### src/rtl/cc_pkg.sv
// Shared condition-code types and flag generation for the LC-3b datapath.
// nzp_of takes a sign-extended value so one function serves any bus width.
package cc_pkg;

  typedef logic [2:0] nzp_t;

  localparam nzp_t NZP_N = 3'b100;
  localparam nzp_t NZP_Z = 3'b010;
  localparam nzp_t NZP_P = 3'b001;

  localparam int CC_MAX_WIDTH = 64;

  function automatic nzp_t nzp_of(input logic signed [CC_MAX_WIDTH-1:0] data);
    if (data[CC_MAX_WIDTH-1]) return NZP_N;
    if (data == '0) return NZP_Z;
    return NZP_P;
  endfunction

endpackage

### src/rtl/cc_lifo.sv
// LIFO of saved flag contexts with a level counter.
// A push and pop together, a push when full or a pop when empty are all flagged as illegal.
module cc_lifo
  import cc_pkg::*;
#(
  parameter int DEPTH = 4,
  localparam int LW = $clog2(DEPTH + 1)
) (
  input  logic          clk,
  input  logic          rst,
  input  logic          push,
  input  logic          pop,
  input  nzp_t          wr_data,
  output nzp_t          rd_data,
  output logic [LW-1:0] level,
  output logic          full,
  output logic          empty,
  output logic          illegal
);

  logic [LW-1:0] r_level;
  nzp_t          r_mem [DEPTH];
  logic          w_wrOk;
  logic          w_rdOk;

  assign full    = (r_level == LW'(DEPTH));
  assign empty   = (r_level == '0);
  assign level   = r_level;
  assign w_wrOk  = rst && push && !pop && !full;
  assign w_rdOk  = rst && pop && !push && !empty;
  assign illegal = (push && pop) || (push && full) || (pop && empty);

  always_ff @(posedge clk) begin
    if (!rst) begin
      r_level <= '0;
    end else if (w_wrOk) begin
      r_level <= r_level + LW'(1);
    end else if (w_rdOk) begin
      r_level <= r_level - LW'(1);
    end
  end

  // Slots are intentionally left unreset; only the level decides what is valid.
  always_ff @(posedge clk) begin
    for (int i = 0; i < DEPTH; i++) begin
      if (w_wrOk && (r_level == LW'(i))) r_mem[i] <= wr_data;
    end
  end

  always_comb begin
    rd_data = '0;
    for (int i = 0; i < DEPTH; i++) begin
      if (r_level == LW'(i + 1)) rd_data = r_mem[i];
    end
  end

endmodule

### src/rtl/cc_ctx.sv
// Condition-code unit: live N/Z/P flags, saved-context LIFO, sticky error and a
// registered branch result so BR never sees a combinational path from the flags.
module cc_ctx
  import cc_pkg::*;
#(
  parameter int   WIDTH     = 16,
  parameter int   DEPTH     = 4,
  parameter nzp_t RESET_NZP = 3'b010,
  localparam int  LW        = $clog2(DEPTH + 1)
) (
  input  logic                    clk,
  input  logic                    rst,
  input  logic                    ld_cc,
  input  logic signed [WIDTH-1:0] data,
  input  logic                    push,
  input  logic                    pop,
  input  logic                    br_eval,
  input  logic [2:0]              br_nzp,
  input  logic                    clr_err,
  output logic                    n,
  output logic                    z,
  output logic                    p,
  output logic                    br_taken,
  output logic [LW-1:0]           level,
  output logic                    full,
  output logic                    empty,
  output logic                    err
);

  nzp_t r_nzp;
  logic r_err;
  logic r_brTaken;

  nzp_t w_rdData;
  nzp_t w_ldNzp;
  logic w_empty;
  logic w_illegal;
  logic w_popWins;
  logic w_popOk;

  cc_lifo #(.DEPTH(DEPTH)) u_lifo (
    .clk     (clk),
    .rst     (rst),
    .push    (push),
    .pop     (pop),
    .wr_data (r_nzp),
    .rd_data (w_rdData),
    .level   (level),
    .full    (full),
    .empty   (w_empty),
    .illegal (w_illegal)
  );

  // A lone pop blocks ld_cc even when it fails on an empty LIFO.
  assign w_popWins = pop && !push;
  assign w_popOk   = w_popWins && !w_empty;
  assign w_ldNzp   = nzp_of(CC_MAX_WIDTH'(data));

  always_ff @(posedge clk) begin
    if (!rst) begin
      r_nzp <= RESET_NZP;
    end else if (w_popOk) begin
      r_nzp <= w_rdData;
    end else if (ld_cc && !w_popWins) begin
      r_nzp <= w_ldNzp;
    end
  end

  // Error set takes precedence over a same-cycle clear.
  always_ff @(posedge clk) begin
    if (!rst) begin
      r_err     <= 1'b0;
      r_brTaken <= 1'b0;
    end else begin
      if (w_illegal)    r_err <= 1'b1;
      else if (clr_err) r_err <= 1'b0;
      r_brTaken <= br_eval && |(br_nzp & r_nzp);
    end
  end

  assign {n, z, p} = r_nzp;
  assign br_taken  = r_brTaken;
  assign empty     = w_empty;
  assign err       = r_err;

endmodule

### config.mk
export PLATFORM = sky130hd
export DESIGN_NAME = cc_ctx
export DESIGN_NICKNAME = d
export VERILOG_FILES = /design/src/rtl/cc_pkg.sv /design/src/rtl/cc_lifo.sv /design/src/rtl/cc_ctx.sv
export SDC_FILE = /design/constraint.sdc
export NUM_CORES = 1
export LEC_CHECK = 0
export ABC_CLOCK_PERIOD_IN_PS = 1900
export CORE_ASPECT_RATIO = 0.9
export CORE_MARGIN = 4
export CORE_UTILIZATION = 37
export DETAILED_ROUTE_END_ITERATION = 6
export GPL_TIMING_DRIVEN = 0
export PLACE_DENSITY = 0.7
export RECOVER_POWER = 50
export SLEW_MARGIN = 5
export SYNTH_ARGS = -nofsm -noshare
export SYNTH_HDL_FRONTEND = slang
export SYNTH_HIERARCHICAL = 1
export SYNTH_SLANG_ARGS = --single-unit
export TNS_END_PERCENT = 10
### constraint.sdc
create_clock -name clk -period 1.9 [get_ports clk]
set_clock_uncertainty 0.05 [all_clocks]
set_input_delay 0.19 -clock clk [delete_from_list [all_inputs] [get_ports clk]]
set_output_delay 0.19 -clock clk [all_outputs]
set_load 0.005 [all_outputs]
==> impl_metrics.env <==
export IMPL_outcome="complete, no violations"
export IMPL_port_buffer_count=35
export IMPL_slew_headroom_pct=68.88
export IMPL_gp_congestion=0.8053
export IMPL_grt_pass1_wl_mm=4.519
export IMPL_antennaDiodeCount=0
export IMPL_min_path_type="in2reg"
export IMPL_fin_crit_sh_pct=95.87
export IMPL_cp_start_kind="flip-flop"
export IMPL_cp_end_kind="flip-flop"
export IMPL_grt_max_degree=13
export IMPL_cpPeakStageDelay_ps=410
export IMPL_cts_root_buffer="clkbuf_4"
export IMPL_yosysWarnings=6
export IMPL_fin_ws_ps=78.39
export IMPL_drive_gt1_share_pct=15.44
export IMPL_dieWidth_um=65.80
export IMPL_slew_violations=0
export IMPL_layout_commonest_cell="clkdlybuf4s50_1"
export IMPL_wl_per_cell_um=14.59
export IMPL_cts_tree="done"
export IMPL_layout_common_cells="30 x clkdlybuf4s50_1, 12 x edfxtp_1, 8 x nand2_1, 8 x a21oi_1"
export IMPL_cp_required_ps=2050
export IMPL_htree_levels=1
export IMPL_synth_distinct_cells=42
export IMPL_crit_slowest_cell="dfxtp_4"
export IMPL_fp_coreArea_um2=2815
export IMPL_num_vias=1009
export IMPL_viasPerCell=5.339
export IMPL_ys_ff_latch=20
export IMPL_layout_nets=182
export IMPL_async_flop_share_pct=0
export IMPL_syn_area_um2=1112
export IMPL_cp_max_fo=6
export IMPL_power_density_nw_per_um2=811.4
export IMPL_dieArea_um2=3949
export IMPL_synth_edf_count=12
export IMPL_place_ws_ps=-229.2
export IMPL_clockBufferDepth=2
export IMPL_r2r_start="u_lifo/level[0]"
export IMPL_synth_ff_type="edfxtp_1"
export IMPL_hold_viol=0
export IMPL_synth_top_cell_area_share_pct=32.40
export IMPL_ant_nets=0
export IMPL_area_delta_synth_final_pct=43.76
export IMPL_startpoint="u_lifo/level[0]"
export IMPL_drv_cap=0
export IMPL_clkLatencyLatePin_ps=310
export IMPL_cts_hold_buf=0
export IMPL_finalCriticalPeriod_ps=1822
export IMPL_grt_pass1_vias=1047
export IMPL_holdWs_ps=351.6
export IMPL_rsz0062_at_grt="true"
export IMPL_worst_slew_pin_slew_ps=465.8
export IMPL_regArea_um2=529.3
export IMPL_setup_viol=0
export IMPL_r2r_end="r_nzp[1]"
export IMPL_p_leak_nw=0.6043
export IMPL_synth_area_leaders="edfxtp_1 32%, dfxtp_1 14%, ha_1 6.7%, a21oi_1 4.0%, nand2_1 2.7%"
export IMPL_drt_first_pass_iters=4
export IMPL_path_class="reg2reg"
export IMPL_routed_wl_mm=2.758
export IMPL_drt_iter0_markers=29
export IMPL_crit_chain="inv_2 > ha_4 > nand2_2 > inv_4 > buf_4 > a21oi_1 > a21oi_1 > a21bo_2 > a221o_1"
export IMPL_grt_overflow=0
export IMPL_dp_hpwl_mm=2.136
export IMPL_post_synth_top_area_cell="edfxtp_1"
export IMPL_crit_end="r_nzp[1]"
export IMPL_initial_core_util_pct=39.51
export IMPL_io_pin_count=36
export IMPL_fillerInstances=261
export IMPL_path_clk_slew_ps=110
export IMPL_antenna_found_initial=0
export IMPL_timing_fmax_mhz=549.0
export IMPL_track_usage_pct=15.26
export IMPL_worst_r2r_path_depth=9
export IMPL_crit_top_cell="a21oi_1"
export IMPL_multi_input_area_um2=575.6
export IMPL_ir_worst_vdd_mv=0.5413
export IMPL_syn_nets=139
export IMPL_drc=0
export IMPL_die_h_um=60.02
export IMPL_rows=18
export IMPL_rrSetupSlack_ps=80
export IMPL_synth_cells=107
export IMPL_ys_seq_area_share_pct=46.79
export IMPL_cts_sinks=20
export IMPL_cp_arrival_ps=1980
export IMPL_cts_made_buffers=3
export IMPL_fin_setup_tns_ps=0
export IMPL_synth_avg_cell_area_um2=10.40
## cell usage after synthesis, types with 2 or more instances
library cell and n:
nor2_1 5, o21ai_1 2, mux2i_1 2, nand2b_1 3, nor4_1 4, nor3_1 2, ha_1 6, nor2b_1 3
nand2_1 8, inv_1 7, a21oi_1 9, dfxtp_1 8, edfxtp_1 12, a211o_1 3, nand3b_1 4, nor3b_1 3
## cell families after synthesis
group	after synthesis	share of synthesized area (%)
flip-flops	20	46.79
XOR/XNOR	1	0.7875
adder cells (fa/ha/maj)	6	6.749
AND/OR/NAND/NOR	43	23.85
AO/OA/AOI/OAI	26	16.65
buffers and inverters	9	3.375
multiplexers	2	1.800
## worst min-delay path by stage
stage / start / to / slack, ps / depth (start not counted)
6_report: br_eval / br_taken / 350 / 3
4_1_cts: br_eval / br_taken / 340 / 3
3_3_place_gp: u_lifo/level[0] / u_lifo/level[0] / 470 / 1
5_1_grt: br_eval / br_taken / 350 / 3
2_1_floorplan: br_eval / br_taken / 250 / 2
3_5_place_dp: u_lifo/level[0] / u_lifo/level[0] / 490 / 1
## registers in the layout, summed over array words and instances (netlist names)
register	flops
br_taken	1
err	1
r_nzp	3
u_lifo/level	3
u_lifo/r_mem	12
## critical path, delay by kind of cell, from the launching register on
| family | cells | cell delay (ps) |
|---|---|---|
| AOI/OAI and AO/OA | 4 | 690 |
| adders and majority gates | 1 | 170 |
| buffers and inverters | 3 | 270 |
| DFF | 1 | 410 |
| and+or+nand+nor | 1 | 140 |
## where the power goes
group,internal [W],switching [W]
combinational,0.000287,0.000245
sequential,0.000507,0.0000471
clock,0.0000767,0.000135
total,0.000870,0.000427
## layout make-up
class / instances / share of cell area, %
multi-input combinational: 78 / 35.99
buffer: 1 / 0.4695
clock buffer: 3 / 1.408
inverter: 8 / 2.034
tap: 40 / 3.130
clock inverter: 1 / 0.2347
timing repair buffer: 38 / 23.63
sequential: 20 / 33.10
## repair_timing
item | 4_1_cts | 5_1_grt
endpoints found under the setup margin | 5 | 8
pin swaps | 1 | 0
resized for setup | 10 | 7
buffers inserted | 0 | 3
## per-stage QoR
step	util [%]	power [W]	area [um^2]	std cells
final	56.80	0.001297	1599	189
after global routing	56.80	0.001381	1599	189
after CTS	55.42	0.001263	1560	186
after detailed placement	53.73	0.001024	1513	182
after global placement	53.73	0.001006	1513	182
after floorplan	-	0.0007983	1112	107
## per-layer routing
metal  share of wire, %  global-route usage [%]
met4               0.83                   4.734
met2                 49                   26.29
met5                  0                       0
met1                 43                   17.42
met3                7.3                   6.015
Note: power is estimated with default switching activity, not from simulation.
